[src/rtl/cpu_pkg.sv]
// Shared definitions for the 19-bit CPU: instruction field layout, the HALT
// opcode and the fetch-stage state encoding.
package cpu_pkg;

    localparam int INSTR_W  = 19;
    localparam int OPCODE_W = 5;
    localparam int REG_W    = 3;
    localparam int IMM_W    = 5;

    localparam int OPCODE_LSB = 14;
    localparam int RD_LSB     = 11;
    localparam int RS1_LSB    = 8;
    localparam int RS2_LSB    = 5;
    localparam int IMM_LSB    = 0;

    localparam logic [OPCODE_W-1:0] OP_HALT = 5'b11111;

    typedef enum logic [2:0] {
        FS_IDLE,
        FS_REQ,
        FS_HOLD,
        FS_DRAIN,
        FS_HALT
    } fetch_state_t;

endpackage

[src/rtl/fetch_unit.sv]
// Instruction fetch stage: PC, imem req/ack sequencing and the instruction
// register presented to decode over valid/ready.
//
// state    | meaning
// FS_IDLE  | out of reset, no request yet
// FS_REQ   | imem_req high at r_addr (== pc), waiting for ack
// FS_HOLD  | instruction held in r_ir, out_valid high until accepted
// FS_DRAIN | redirected while a read was outstanding; wait for its ack
// FS_HALT  | HALT accepted, fetch stopped until a redirect
module fetch_unit
    import cpu_pkg::*;
#(
    parameter int                ADDR_W   = 8,
    parameter logic [ADDR_W-1:0] RESET_PC = '0
) (
    input  logic                clk,
    input  logic                rst_n,
    output logic                imem_req,
    output logic [ADDR_W-1:0]   imem_addr,
    input  logic                imem_ack,
    input  logic [INSTR_W-1:0]  imem_rdata,
    input  logic                redirect_valid,
    input  logic [ADDR_W-1:0]   redirect_pc,
    output logic                out_valid,
    input  logic                out_ready,
    output logic [INSTR_W-1:0]  instr,
    output logic [OPCODE_W-1:0] opcode,
    output logic [REG_W-1:0]    rd,
    output logic [REG_W-1:0]    rs1,
    output logic [REG_W-1:0]    rs2,
    output logic [IMM_W-1:0]    imm5,
    output logic [ADDR_W-1:0]   instr_pc,
    output logic                halted
);

    fetch_state_t         r_state;
    logic [ADDR_W-1:0]    r_pc;
    logic [ADDR_W-1:0]    r_addr;
    logic                 r_req;
    logic                 r_valid;
    logic                 r_halted;
    logic [INSTR_W-1:0]   r_ir;
    logic [ADDR_W-1:0]    r_instr_pc;
    logic                 w_is_halt;

    assign w_is_halt = (r_ir[OPCODE_LSB +: OPCODE_W] == OP_HALT);

    // r_addr is separate from r_pc so a redirect during DRAIN can move the PC
    // while the outstanding request keeps its original address.
    always_ff @(posedge clk or negedge rst_n) begin
        if (!rst_n) begin
            r_state    <= FS_IDLE;
            r_pc       <= RESET_PC;
            r_addr     <= RESET_PC;
            r_req      <= 1'b0;
            r_valid    <= 1'b0;
            r_halted   <= 1'b0;
            r_ir       <= '0;
            r_instr_pc <= '0;
        end else begin
            case (r_state)
                FS_IDLE: begin
                    r_state <= FS_REQ;
                    r_req   <= 1'b1;
                    if (redirect_valid) begin
                        r_pc   <= redirect_pc;
                        r_addr <= redirect_pc;
                    end else begin
                        r_addr <= r_pc;
                    end
                end
                FS_REQ: begin
                    if (redirect_valid) begin
                        r_pc <= redirect_pc;
                        if (imem_ack) begin
                            r_addr <= redirect_pc;
                        end else begin
                            r_state <= FS_DRAIN;
                        end
                    end else if (imem_ack) begin
                        r_ir       <= imem_rdata;
                        r_instr_pc <= r_addr;
                        r_pc       <= r_pc + ADDR_W'(1);
                        r_req      <= 1'b0;
                        r_valid    <= 1'b1;
                        r_state    <= FS_HOLD;
                    end
                end
                FS_HOLD: begin
                    if (redirect_valid) begin
                        r_pc    <= redirect_pc;
                        r_addr  <= redirect_pc;
                        r_valid <= 1'b0;
                        r_req   <= 1'b1;
                        r_state <= FS_REQ;
                    end else if (out_ready) begin
                        r_valid <= 1'b0;
                        if (w_is_halt) begin
                            r_halted <= 1'b1;
                            r_state  <= FS_HALT;
                        end else begin
                            r_addr  <= r_pc;
                            r_req   <= 1'b1;
                            r_state <= FS_REQ;
                        end
                    end
                end
                FS_DRAIN: begin
                    if (redirect_valid) begin
                        r_pc <= redirect_pc;
                    end
                    if (imem_ack) begin
                        r_addr  <= redirect_valid ? redirect_pc : r_pc;
                        r_state <= FS_REQ;
                    end
                end
                FS_HALT: begin
                    if (redirect_valid) begin
                        r_pc     <= redirect_pc;
                        r_addr   <= redirect_pc;
                        r_req    <= 1'b1;
                        r_halted <= 1'b0;
                        r_state  <= FS_REQ;
                    end
                end
                default: begin
                    r_state <= FS_IDLE;
                    r_req   <= 1'b0;
                    r_valid <= 1'b0;
                end
            endcase
        end
    end

    assign imem_req  = r_req;
    assign imem_addr = r_addr;
    assign out_valid = r_valid;
    assign instr     = r_ir;
    assign opcode    = r_ir[OPCODE_LSB +: OPCODE_W];
    assign rd        = r_ir[RD_LSB +: REG_W];
    assign rs1       = r_ir[RS1_LSB +: REG_W];
    assign rs2       = r_ir[RS2_LSB +: REG_W];
    assign imm5      = r_ir[IMM_LSB +: IMM_W];
    assign instr_pc  = r_instr_pc;
    assign halted    = r_halted;

endmodule

[config.mk]
export PLATFORM = sky130hd
export DESIGN_NAME = fetch_unit
export DESIGN_NICKNAME = d
export VERILOG_FILES = /design/src/rtl/cpu_pkg.sv /design/src/rtl/fetch_unit.sv
export SDC_FILE = /design/constraint.sdc
export NUM_CORES = 1
export LEC_CHECK = 0
export BUFFER_PORTS_ARGS = -buffer_cell sky130_fd_sc_hd__buf_2
export CAP_MARGIN = 20
export CORE_ASPECT_RATIO = 1.5
export CORE_MARGIN = 8
export CORE_UTILIZATION = 54
export CTS_CLUSTER_DIAMETER = 40
export DETAILED_ROUTE_END_ITERATION = 8
export HOLD_SLACK_MARGIN = 0.02
export PLACE_DENSITY = 0.85
export SLEW_MARGIN = 20
export SYNTH_ARGS = -nofsm -noshare
export SYNTH_HDL_FRONTEND = slang
export SYNTH_SLANG_ARGS = --single-unit
[constraint.sdc]
create_clock -name clk -period 3.6 [get_ports clk]
set_clock_uncertainty 0.05 [all_clocks]
set_input_delay 0 -clock clk [delete_from_list [all_inputs] [get_ports clk]]
set_output_delay 0 -clock clk [all_outputs]
set_load 0.05 [all_outputs]
Yosys cells after proc, flatten, opt, wreduce, memory -nomap -nowiden
Index checks and enable logic that the tools add are counted. W data, S select, Z words.

Memories: 0. Word-level logic and storage cells: 80. Register bits after elaboration: 49. Memory bits (read-only): 0. Bits in latches: 0. Bits in writable memories: 0. Output and inout port bits: 57. Bits of input ports: 32.

Multiply operators: 0. Order comparisons: 0. Reduce and logical (&&, ||, !) cells: 13. Multiplexer cells: 38. Div/mod/pow operators: 0. Eq/ne operators: 17. Bitwise gates (word level): 3. Shift operators: 0. Add/subtract/negate cells: 1.

Operators with widths (number): $mux W8 (10); $pmux W8 S5 (1); $mux W3 (8); $ne A2 B2 Y1 const B (8); $pmux W8 S2 (1); $pmux W3 S5 (1); $mux W1 (14); $ne A3 B3 Y1 const B (4); $reduce_and A5 Y1 (2); $add A8 B1 Y8 const B (1); $reduce_and A7 Y1 (1); $eq A3 B2 Y1 const B (2); $reduce_and A6 Y1 (1); $eq A5 B5 Y1 const B (1); $pmux W1 S5 (1); $reduce_bool A5 Y1 (1); $reduce_and A4 Y1 (1); $reduce_bool A2 Y1 (2); $reduce_or A4 Y1 (1); $eq A3 B1 Y1 const B (1); $eq A3 B3 Y1 const B (1); $logic_not A3 Y1 (1); $not A1 Y1 (3); $pmux W1 S3 (1); 4 further kinds (4).

Longest topological paths before layout
Gate-level depths: netlist of run 1.

Word-level depth: 5. Depth in mapped cells: 6.

Worst setup path before layout of run 1
Ideal clock, no wire load.

Kind: register to register. Start: register r_ir[16] (netlist: instr[16]). End: register r_req (netlist: imem_req). Required time: 3429 ps. Path slack: 1935 ps. Stages on the path, launching flop included: 5. Buffers on the path: 0. Arrival: 1494 ps. Cell sequence: dfrtp_1 > and4_1 > nand2_1 > a211o_1 > a22o_1.

Cells in the longest elaborated chain, start to end: 3.

RTL lines: start, declared (line fetch_unit.sv:42) `logic [INSTR_W-1:0] r_ir;`; start signal, assigned (line fetch_unit.sv:81) `r_ir <= imem_rdata;`; $eq A5 B5 Y1 (line fetch_unit.sv:46) `assign w_is_halt = (r_ir[OPCODE_LSB +: OPCODE_W] == OP_HALT);`; $ne A3 B3 Y1 (no line); $reduce_and A6 Y1 (no line); end signal, assigned (line fetch_unit.sv:55) `r_req <= 1'b0;`; end signal, assigned (line fetch_unit.sv:64) `r_req <= 1'b1;`; end signal, assigned (line fetch_unit.sv:84) `r_req <= 1'b0;`; end, declared (line fetch_unit.sv:39) `logic r_req;`.

No other way between the ends. A chain may end at the register's enable or synchronous reset.

Worst setup path after layout of run 1
Start: register r_state[2]. End: register r_ir[7] (netlist: instr[7]).

Cells in the longest elaborated chain, start to end: 2.

RTL lines: start, declared (line fetch_unit.sv:36) `fetch_state_t r_state;`; start signal, assigned (line fetch_unit.sv:52) `r_state <= FS_IDLE;`; start signal, assigned (line fetch_unit.sv:63) `r_state <= FS_REQ;`; start signal, assigned (line fetch_unit.sv:78) `r_state <= FS_DRAIN;`; $eq A3 B1 Y1 (line fetch_unit.sv:61) `case (r_state)`; $reduce_and A3 Y1 (no line).

No other way between the ends.

==> results of run 1 <==
## final cells by class
type                            instances  area [sq um]
Clock buffer                            5          68.8
Clock inverter                          3          46.3
Fill cell                             326          1430
Inverter                                3          11.3
Multi-Input combinational cell        147          1100
Sequential cell                        49          1230
Tap cell                               66          82.6
Timing Repair Buffer                  116           723
## metal layers
layer	share of wire	routed length (microns)	vias to the layer above	GRT usage
met5	0	0	-	0
met4	0.015	104	0	0.0712
met3	0.069	469	9	0.0468
met2	0.56	3760	78	0.359
met1	0.36	2420	1027	0.176
li1	-	-	1013	-
## cell usage after synthesis (2+ instances only)
cell type	count	area, sq um
dfrtp_1	49	1230
mux2_2	27	304
buf_4	20	150
a21oi_1	16	80.1
nand2_1	14	52.6
o21ai_0	12	60.1
mux2i_1	10	100
a31oi_1	8	50.1
buf_6	5	56.3
buf_2	4	20.0
nand3_1	4	20.0
nor2_1	4	15.0
a2bb2oi_1	3	26.3
a32oi_1	3	26.3
nand2b_1	3	18.8
nand4_1	3	18.8
nor3_1	3	15.0
or4_1	3	22.5
a21o_1	2	15.0
a22o_1	2	17.5
a22oi_1	2	15.0
and3_1	2	12.5
clkbuf_1	2	7.51
inv_1	2	7.51
nor2b_1	2	12.5
o21ai_1	2	10.0
o22ai_1	2	12.5
## worst reg2reg max path, cell delays in order, from the launching register on
cell,delay (ps)
dfrtp_1,730
nor2b_1,170
nand2_2,510
mux2_2,430
## flip-flops by register name, indices dropped and copies added, names as in the netlist
signal	count
instr_pc	8
out_valid	1
r_pc	8
halted	1
instr	19
imem_req	1
r_state	3
imem_addr	8
## timing repair
action	in CTS	in global routing
hold endpoints to repair	82	0
setup buffers	0	0
resized for setup	0	0
hold buffers	28	0
setup endpoints to repair	0	0
## stage by stage
step	instances	util	hold slack (ps)	setup slack, ps	area, sq um
floorplan	230	-	-346	1940	2570
global placement	353	0.610	181	1700	2860
detailed placement	353	0.610	186	1640	2860
CTS	389	0.694	82.5	1630	3260
global route	389	0.695	87.4	1460	3260
finish	389	0.695	91.2	1600	3260
## worst paths after layout
check,slack (ps),endpoint,startpoint
setup / recovery,1600,instr[7],r_state[2]
hold reg to reg,460,instr_pc[0],instr_pc[0]
hold / removal,90,imem_req,out_ready
max in group asynchronous,2870,instr_pc[1],rst_n
setup reg to reg,1600,instr[7],r_state[2]
min in group asynchronous,200,instr[15],rst_n
## cells by family after synthesis
family,count (synthesis),synth area share
DFF,49,0.476
AOI/OAI and AO/OA,61,0.158
muxes,38,0.163
buffers and inverters,34,0.0953
adders and majority gates,1,0.00486
xor gates and xnor gates,1,0.00340
and+or+nand+nor,46,0.0997
==> impl_metrics.tcl, run 1 <==
set metrics [dict create \
    dp_hpwl_microns 4460 \
    vias 2127 \
    synth-seq-cells 49 \
    grt_pass1_wl_microns 10700 \
    syn-num-nets 263 \
    htreeDepth 2 \
    finalSetupViolCount 0 \
    grt_start_max_net_pins 50 \
    synth_edf_count 0 \
    clk_path_buf_depth 2 \
    vias_per_cell 5.47 \
    endpoint_kind "flip-flop" \
    crit_chain "nor2b_1, nand2_2, mux2_2" \
    yosysWarnings 0 \
    grt_pass1_vias 2174 \
    cpMaxStageDelayCell "dfrtp_1" \
    path_depth 3 \
    grt-ovfl-total 0 \
    synthCells 230 \
    max_freq_ghz 0.500 \
    fp.dieW_microns 72.4 \
    insertedDiodeCount 0 \
    fin_crit_sh 0.555 \
    finalMaxSlewViolations 0 \
    cpLargestDelayFamily "flip-flops" \
    core-area_sq_um 4690 \
    path_buf_inv 0 \
    clkTransAtPathRegs_ps 90 \
    status "complete, no violations" \
    syn-cell-area_sq_um 2570 \
    final_common_cell "buf_2" \
    wire_per_inst_microns 17.4 \
    num-nets-final 355 \
    drive_above_1_share 0.406 \
    worstPathMaxFanout 27 \
    drcViolationCount 0 \
    io_buffers 88 \
    initial_core_util 0.548 \
    hold_path_class "in2reg" \
    rsz0062_at_grt "false" \
    numCtsBuffers 5 \
    cts_root_buf "clkbuf_8" \
    ant_nets 0 \
    layout_common_cells "buf_2, dfrtp_1, dlygate4sd3_1, mux2_2, a21oi_1" \
    finalHoldViolations 0 \
    rows 31 \
    worstPathArrival_ps 2130 \
    wl_microns 6750 \
    worst_pin_slew_ps 627 \
    gp_congestion 0.823 \
    critPathKind "reg2reg" \
    syn_to_final_growth_pct 26.7 \
    clk_latency_ps 300 \
    period_needed_ps 2000 \
    numClockSinks 49 \
    first_iter_violations 114 \
    cap_violations 0 \
    synth_flop_cell "dfrtp_1" \
    postSynthAreaPerCell_sq_um 11.2 \
    die_y_microns 101 \
    fin_setup_tns_ps 0 \
    cp.required_ps 3740 \
    crit_path_start_kind "flip-flop" \
    whs_path_depth 3 \
    first_pass_iters 5 \
    ys_types 48 \
    ys_seq_area_frac 0.476 \
    antenna_found_initial 0 \
    tritoncts "yes" \
    slew_headroom 0.581 \
    rr_worst_depth 3 \
    die-area_sq_um 7280 \
    slowest_delay_ps 730 \
    grt_usage 0.185 \
    synth-async-reset-ratio 1.00 \
    io_pins 89 \
]
Power of run 1 is left out: the tool's default activity adds up to more than one toggle a clock period on the data nets, which glitch-free logic cannot reach.
==> inputs of run 2 (changes only) <==
- CORE_UTILIZATION: 54 -> 50
- PLACE_DENSITY: 0.85 -> 0.8
- clock period: 3.6 -> 2.09 ns (I/O delays scaled with it)
==> run 2 against run 1 <==
  * Utilization is 3.9 points lower
  * Non-clock buffer count up 7
  * Via count grew 0.38%
  * Cell count rose by 2.3%
  * Global-route usage fell by 1.5 points
  * Setup slack got worse by 1300 ps
  * Die area grew 6.5%
  * Sequential share of layout area decreased by 0.51 points
  * Flip-flop and latch count did not move
  * First-iteration DRC count fell by 14%
  * Critical path depth up 1
  * Highest routed layer unchanged
==> impl_metrics.tcl, run 2 (synthesis results as in run 1) <==
set metrics [dict create \
    status "complete, no violations" \
    ant_nets 0 \
    fp.dieW_microns 74.6 \
    largest_register_ffs 19 \
    crit_chain "nor3_1, o21a_2, or4_1, nand3_1" \
    vias 2135 \
    crit_path_start_kind "flip-flop" \
    cts_repair_resize_count 0 \
    endpoint_kind "flip-flop" \
    io_pins 89 \
    tritoncts "yes" \
    wl_microns 6370 \
    finalMaxSlewViolations 0 \
    stdcell_area_sq_um 3310 \
    grt_pass1_wl_microns 10500 \
    insertedDiodeCount 0 \
    antenna_found_initial 0 \
    first_iter_violations 98 \
    place_area_sq_um 2930 \
    layout_setup_ws_ps 254 \
    first_pass_iters 5 \
    grt-ovfl-total 0 \
    htreeDepth 2 \
    place_inst 362 \
    grt_usage 0.170 \
    critPathKind "reg2reg" \
    cap_violations 0 \
    grt_start_max_net_pins 28 \
    slew_headroom 0.647 \
    initial_core_util 0.510 \
    die_y_microns 104 \
    io_buffers 88 \
    die-area_sq_um 7750 \
    core-area_sq_um 5040 \
    finalSetupViolCount 0 \
    dp_hpwl_microns 4490 \
    rsz0062_at_grt "false" \
    clk_latency_ps 310 \
    fin_setup_tns_ps 0 \
    wire_per_inst_microns 16.0 \
    layout_common_cells "buf_2, dfrtp_1, dlygate4sd3_1, mux2_2, a21oi_1" \
    period_needed_ps 1840 \
    cpMaxStageDelayCell "dfrtp_1" \
    vias_per_cell 5.36 \
    drive_above_1_share 0.418 \
    fin_crit_sh 0.879 \
    numCtsBuffers 5 \
    worst_pin_slew_ps 529 \
    clkTransAtPathRegs_ps 100 \
    grt_pass1_vias 2125 \
    drcViolationCount 0 \
    hold_path_class "in2async" \
    cts_root_buf "clkbuf_8" \
    fin_cells 398 \
    cp.required_ps 2290 \
    numClockSinks 49 \
    syn_to_final_growth_pct 28.4 \
    slowest_delay_ps 690 \
    max_freq_ghz 0.545 \
    final_common_cell "buf_2" \
    worstPathArrival_ps 2040 \
    worstPathMaxFanout 16 \
    gp_congestion 0.814 \
    clk_path_buf_depth 2 \
    place_ws_ps 274 \
    finalHoldViolations 0 \
    rows 32 \
    num-nets-final 362 \
    fill_cells 396 \
]
## run 2: path summary, 6_finish.rpt
kind                        startpoint      endpoint  slack [ps]  cells past startpoint
max                         r_state[1]       r_pc[3]         250                      4
min                              rst_n       r_pc[0]          40                      2
max reg2reg                 r_state[1]       r_pc[3]         250                      4
min reg2reg                instr_pc[0]   instr_pc[0]         460                      1
max in group asynchronous        rst_n  imem_addr[1]        1380                      3
min in group clk             out_ready      imem_req          50                      3
## run 2: metal layers
metal  routed length (microns)  global-route usage
met1                      2450               0.185
met2                      3410               0.299
met3                       382              0.0328
met4                       132              0.0761
met5                         0                   0
## run 2: stage by stage
stage	utilization	hold slack, ps
2_1_floorplan	-	-346
4_1_cts	0.655	46.6
3_5_place_dp	0.581	-156
5_1_grt	0.655	72.7
6_report	0.655	42.9
3_3_place_gp	0.581	-157
## run 2: cell type report
type                    instances  area (sq um)  area share
clock buffers                   5          68.8      0.0208
inverters                       3          11.3     0.00341
well taps                      68          85.1      0.0257
multi-input cells             147          1100       0.333
flip-flops and latches         49          1230       0.371
repair buffers                123           786       0.238
clock inverters                 3          26.3     0.00795
## run 2: critical path: cells and delay by family (launching register included)
| family | cells | cell delay (ps) |
|---|---|---|
| compound gates | 1 | 320 |
| flops | 1 | 690 |
| simple gates | 3 | 710 |
## run 2: timing repair
action / CTS / global route
hold endpoints to repair: 83 / 0
hold buffers: 28 / 0
setup buffers: 0 / 0
Power of run 2 is left out for the same reason.
